$ cat config.mk
export PLATFORM = sky130hd
export DESIGN_NAME = ghostbus_host
export DESIGN_NICKNAME = d
export VERILOG_FILES = /design/src/rtl/ghostbus_host_pkg.sv /design/src/rtl/ghostbus_rsp_fifo.sv /design/src/rtl/ghostbus_host.sv
export SDC_FILE = /design/constraint.sdc
export NUM_CORES = 1
export LEC_CHECK = 0
export BUFFER_PORTS_ARGS = -buffer_cell sky130_fd_sc_hd__buf_2
export CORE_UTILIZATION = 52
export DETAILED_ROUTE_END_ITERATION = 7
export GPL_ROUTABILITY_DRIVEN = 0
export PLACE_DENSITY = 0.76
export SLEW_MARGIN = 5
export SYNTH_ARGS = -nofsm -noshare
export SYNTH_HDL_FRONTEND = slang
export SYNTH_SLANG_ARGS = --single-unit
$ cat constraint.sdc
create_clock -name clk -period 3.2 [get_ports clk]
set_clock_uncertainty 0.15 [all_clocks]
set_input_delay 0.16 -clock clk [delete_from_list [all_inputs] [get_ports clk]]
set_output_delay 0.16 -clock clk [all_outputs]
set_load 0.1 [all_outputs]
$ cat src/rtl/ghostbus_host_pkg.sv
// rtl/ghostbus_host_pkg.sv - shared types and helpers for the ghostbus host initiator
package ghostbus_host_pkg;

    typedef enum logic [1:0] {
        IDLE,
        WBURST,
        RBURST
    } state_t;

    // Width able to hold 0..depth, used for the credit and occupancy counters.
    function automatic int credit_w(input int depth);
        return $clog2(depth) + 1;
    endfunction

endpackage

$ cat src/rtl/ghostbus_rsp_fifo.sv
// rtl/ghostbus_rsp_fifo.sv - first-word-fall-through response FIFO with occupancy count
module ghostbus_rsp_fifo
    import ghostbus_host_pkg::*;
#(
    parameter int W     = 33,
    parameter int DEPTH = 8,
    localparam int CW   = credit_w(DEPTH)
) (
    input  logic          clk,
    input  logic          rst_n,
    input  logic          push,
    input  logic [W-1:0]  wdata,
    input  logic          pop,
    output logic [W-1:0]  rdata,
    output logic          empty,
    output logic [CW-1:0] count
);

    localparam int PW = $clog2(DEPTH);

    logic [W-1:0]  mem [DEPTH];
    logic [PW-1:0] wr_ptr;
    logic [PW-1:0] rd_ptr;

    always_ff @(posedge clk) begin
        if (push) begin
            mem[wr_ptr] <= wdata;
        end
    end

    always_ff @(posedge clk or negedge rst_n) begin
        if (!rst_n) begin
            wr_ptr <= '0;
            rd_ptr <= '0;
            count  <= '0;
        end else begin
            if (push) wr_ptr <= wr_ptr + 1'b1;
            if (pop)  rd_ptr <= rd_ptr + 1'b1;
            case ({push, pop})
                2'b10:   count <= count + 1'b1;
                2'b01:   count <= count - 1'b1;
                default: count <= count;
            endcase
        end
    end

    assign rdata = mem[rd_ptr];
    assign empty = (count == '0);

endmodule

$ cat src/rtl/ghostbus_host.sv
// rtl/ghostbus_host.sv - ghostbus initiator: command bursts in, bus cycles out, read data back
module ghostbus_host
    import ghostbus_host_pkg::*;
#(
    parameter int AW        = 24,
    parameter int DW        = 32,
    parameter int LW        = 8,
    parameter int RD_LAT    = 2,
    parameter int RSP_DEPTH = 8
) (
    input  logic          clk,
    input  logic          rst_n,
    input  logic          cmd_valid,
    output logic          cmd_ready,
    input  logic          cmd_we,
    input  logic [AW-1:0] cmd_addr,
    input  logic [LW-1:0] cmd_len,
    input  logic [DW-1:0] cmd_wdata,
    input  logic          wr_valid,
    output logic          wr_ready,
    input  logic [DW-1:0] wr_data,
    output logic          rsp_valid,
    input  logic          rsp_ready,
    output logic [DW-1:0] rsp_data,
    output logic          rsp_last,
    output logic [AW-1:0] gb_addr,
    output logic [DW-1:0] gb_dout,
    output logic          gb_we,
    output logic          gb_re,
    input  logic [DW-1:0] gb_din,
    output logic          busy
);

    localparam int CW = credit_w(RSP_DEPTH);

    state_t           state;
    logic [AW-1:0]    nxt_addr;
    logic [LW-1:0]    rem;
    logic             rd_last_q;
    logic [RD_LAT-1:0] sr_vld;
    logic [RD_LAT-1:0] sr_last;
    logic [CW-1:0]    outstanding;
    logic [CW-1:0]    fifo_count;
    logic             fifo_empty;
    logic [DW:0]      fifo_rdata;
    logic [CW:0]      inflight;
    logic             credit;
    logic             issue_rd;
    logic             tap;

    // Count everything already committed to the FIFO so a returning sample always has a slot.
    assign inflight = {1'b0, outstanding} + {1'b0, fifo_count};
    assign credit   = inflight < (CW+1)'(RSP_DEPTH);
    assign issue_rd = (state == RBURST) && credit;
    assign tap      = sr_vld[RD_LAT-1];

    // rem holds beats still to issue in WBURST, but beats-minus-one in RBURST.
    always_ff @(posedge clk or negedge rst_n) begin
        if (!rst_n) begin
            state     <= IDLE;
            nxt_addr  <= '0;
            rem       <= '0;
            rd_last_q <= 1'b0;
            gb_addr   <= '0;
            gb_dout   <= '0;
            gb_we     <= 1'b0;
            gb_re     <= 1'b0;
            cmd_ready <= 1'b0;
            wr_ready  <= 1'b0;
        end else begin
            gb_we     <= 1'b0;
            gb_re     <= 1'b0;
            rd_last_q <= 1'b0;
            case (state)
                IDLE: begin
                    cmd_ready <= 1'b1;
                    if (cmd_valid && cmd_ready) begin
                        rem <= cmd_len;
                        if (cmd_we) begin
                            gb_we    <= 1'b1;
                            gb_addr  <= cmd_addr;
                            gb_dout  <= cmd_wdata;
                            nxt_addr <= cmd_addr + 1'b1;
                            if (cmd_len != '0) begin
                                state     <= WBURST;
                                cmd_ready <= 1'b0;
                                wr_ready  <= 1'b1;
                            end
                        end else begin
                            nxt_addr  <= cmd_addr;
                            state     <= RBURST;
                            cmd_ready <= 1'b0;
                        end
                    end
                end
                WBURST: begin
                    if (wr_valid) begin
                        gb_we    <= 1'b1;
                        gb_addr  <= nxt_addr;
                        gb_dout  <= wr_data;
                        nxt_addr <= nxt_addr + 1'b1;
                        rem      <= rem - 1'b1;
                        if (rem == LW'(1)) begin
                            state     <= IDLE;
                            wr_ready  <= 1'b0;
                            cmd_ready <= 1'b1;
                        end
                    end
                end
                RBURST: begin
                    if (issue_rd) begin
                        gb_re     <= 1'b1;
                        rd_last_q <= (rem == '0);
                        gb_addr   <= nxt_addr;
                        nxt_addr  <= nxt_addr + 1'b1;
                        rem       <= rem - 1'b1;
                        if (rem == '0) begin
                            state     <= IDLE;
                            cmd_ready <= 1'b1;
                        end
                    end
                end
                default: state <= IDLE;
            endcase
        end
    end

    always_ff @(posedge clk or negedge rst_n) begin
        if (!rst_n) begin
            sr_vld      <= '0;
            sr_last     <= '0;
            outstanding <= '0;
        end else begin
            sr_vld[0]  <= gb_re;
            sr_last[0] <= rd_last_q;
            for (int i = 1; i < RD_LAT; i++) begin
                sr_vld[i]  <= sr_vld[i-1];
                sr_last[i] <= sr_last[i-1];
            end
            case ({issue_rd, tap})
                2'b10:   outstanding <= outstanding + 1'b1;
                2'b01:   outstanding <= outstanding - 1'b1;
                default: outstanding <= outstanding;
            endcase
        end
    end

    ghostbus_rsp_fifo #(
        .W     (DW + 1),
        .DEPTH (RSP_DEPTH)
    ) u_rsp_fifo (
        .clk   (clk),
        .rst_n (rst_n),
        .push  (tap),
        .wdata ({sr_last[RD_LAT-1], gb_din}),
        .pop   (rsp_valid && rsp_ready),
        .rdata (fifo_rdata),
        .empty (fifo_empty),
        .count (fifo_count)
    );

    assign rsp_valid = !fifo_empty;
    assign rsp_data  = fifo_rdata[DW-1:0];
    assign rsp_last  = rsp_valid && fifo_rdata[DW];
    assign busy      = (state != IDLE) || (outstanding != '0) || !fifo_empty;

endmodule

==> reports/qor.csv <==
metric,value,unit
Crit path buffers/inverters,1,
Area after DPL,18200,um^2
failing checks,design-rule violations,
"critical path fanouts, max",8,
Top delay family on crit path,compound AO/OA/AOI/OAI gates,
Worst path max stage delay,0.59,ns
Initial Util,53.2,%
Max-Cap Viols,0,
Synth Instances,1053,
fin crit share,95.6,%
drt first pass iters,8,
Antenna Nets Post-Route,0,
DIE AREA,32300,um^2
crit path launch,outstanding[3],
DR iter-0 viols,925,
Slew @ Worst Pin,0.631,ns
mapped cell area,16400,um^2
Die Wd,180,um
pre-CTS setup slack,0.304,ns
final-report max-slew violation count,0,
most common flop cell mapped by yosys,edfxtp_1,
"Avg Cell Area, Syn",15.6,um^2
Final Hold Viols,0,
Synth area leaders,"edfxtp_1, dfrtp_1, mux4_2",
unrepaired setup endpoints after global routing,no,
Vias/cell,5.81,
Ports,229,
wire per inst,20.8,um
Worst Slack Setup Final,0.141,ns
clk sinks,377,
synthesis-to-layout area growth,27.9,%
CTS tree,done,
R2R cell count,7,
drc violations,8,
Routed WL,38800,um
Hold Path Class,in2async,
headroom to the max-slew limit,57.6,%
first-pass GRT wire length,61500,um
CP max-delay cell,or4_1,
global route overflow,0,
total CTS buffers,40,
CP Class,reg2reg,
Post-synth top cells,"edfxtp_1, dfrtp_1, mux4_2, mux2_2, nor2_1",
Peak Freq,327,MHz
nets,1592,
fillers,1986,
Std-Cell Rows,64,
Yosys top cell by area,edfxtp_1,
register bit total from synthesis,377,
"count leader, synth",edfxtp_1,
Overall Global Routing Usage,24.4,%
DPL Wire Length,23000,um
post-synth cell types,70,
vias in the first global route,11255,
share of the synthesized area in the top cell type,48.3,%
asr flop ratio synth,30.0,%
CP arrival,3.37,ns
status,finished with violations,
port bufs,228,
WP depth,7,
share of cells above drive strength 1,33.2,%
clk_lat worst skew,0.52,ns
Post-Route Setup TNS,0,ns
H-tree levels,2,
initial antenna violation count,3,
CP Cell Sequence,ha_1 -> or4_1 -> o21a_4 -> a221o_1 -> a21oi_2 -> mux2i_1 -> dlygate4sd3_1,
final design area excluding fillers,21000,um^2
# setup viols final,0,
"Min Clock Period, post-route",3.06,ns
core area,30800,um^2
yosys warns,0,
Post-Syn Nets,1208,
CP required,3.51,ns
startpoint class of the critical path,flop,
chip height,180,um
largest net degree at the start of global routing,65,
"Seq/Total Area, Yosys",65.5,%
CTS root buf,clkbuf_16,
routed via count,10829,
CTS Buffer Depth,3,
number of synthesized flops with an enable pin,264,
FF-to-FF Start,outstanding[3],
CP Capture Type,flop,
Clock Pin Slew Worst Setup and Hold Paths,0.06,ns
==> worst register-to-register path, cell delays in order (launching register included) <==
cell and delay, ns:
dfrtp_1 0.41, ha_1 0.33, or4_1 0.59, o21a_4 0.26
a221o_1 0.32, a21oi_2 0.19, mux2i_1 0.19, dlygate4sd3_1 0.55
==> through the flow <==
step	instances	utilization [%]	hold slack (ns)
3_3_place_gp	1656	59.2	0.0667
5_1_grt	1865	68.1	0.0994
3_5_place_dp	1656	59.2	0.0717
6_report	1865	68.1	0.0484
2_1_floorplan	1053	-	-0.286
4_1_cts	1864	68.1	0.0469
==> flip-flops by register name (all words and copies together) (netlist names), 3 cells and up <==
name               flops
u_rsp_fifo.mem       264
gb_dout               32
gb_addr               24
nxt_addr              24
rem                    8
outstanding            4
u_rsp_fifo.count       4
u_rsp_fifo.rd_ptr      3
u_rsp_fifo.wr_ptr      3
==> cells by family after synthesis <==
family          count (synthesis)  share of synthesized area (%)
flops                         377                           65.5
simple gates                  219                           7.09
mux                           177                           16.4
compound gates                147                           5.66
buf+inv                        81                           2.01
xor+xnor                       31                           1.65
fa+ha+maj                      21                           1.69
==> area by class of cell <==
| class | instances | area [um^2] | area share [%] |
|---|---|---|---|
| clock buffer | 55 | 1140 | 5.42 |
| multi-input combinational | 595 | 5430 | 25.8 |
| clock inverter | 18 | 248 | 1.18 |
| antenna | 1 | 2.50 | 0.0119 |
| timing repair buffer | 396 | 2820 | 13.4 |
| inverter | 27 | 101 | 0.483 |
| sequential | 377 | 10800 | 51.3 |
| tap | 396 | 495 | 2.36 |
==> layout by cell type, fill, tap and decap left out, types with 37 or more instances in the layout <==
| cell | Yosys | final |
|---|---|---|
| mux4_2 | 66 | 66 |
| clkbuf_16 | 0 | 41 |
| nor2_1 | 59 | 53 |
| dfrtp_1 | 113 | 111 |
| nand2_1 | 45 | 45 |
| a21oi_1 | 53 | 52 |
| edfxtp_1 | 264 | 264 |
| mux2i_1 | 38 | 38 |
| dlygate4sd3_1 | 0 | 135 |
| o21ai_0 | 37 | 37 |
| mux2_2 | 60 | 60 |
| buf_2 | 12 | 227 |
==> worst paths after layout <==
kind,end,slack (ns)
max in group asynchronous,gb_dout[7],2.00
hold / removal,gb_addr[0],0.05
setup / recovery,state[0],0.14
setup reg to reg,state[0],0.14
hold reg to reg,sr_last[0],0.19
min in group clk,gb_addr[3],0.08
==> what timing repair did <==
item | 4_1_cts | 5_1_grt
endpoints found under the setup margin | 0 | 1
buffers inserted | 0 | 0
hold buffers | 135 | 0
resized for setup | 0 | 1
endpoints found under the hold margin | 393 | 0
==> per-layer routing <==
layer / routed length [um] / global-route usage, % / vias up
met1: 15500 / 30.8 / 5410
li1: - / - / 4880
met4: 1000 / 7.17 / 4
met2: 19600 / 42.8 / 457
met5: 27 / 0 / -
met3: 2770 / 4.92 / 78
Power is left out: the tool's default activity adds up to more than one toggle a clock period on the data nets, which glitch-free logic cannot reach.
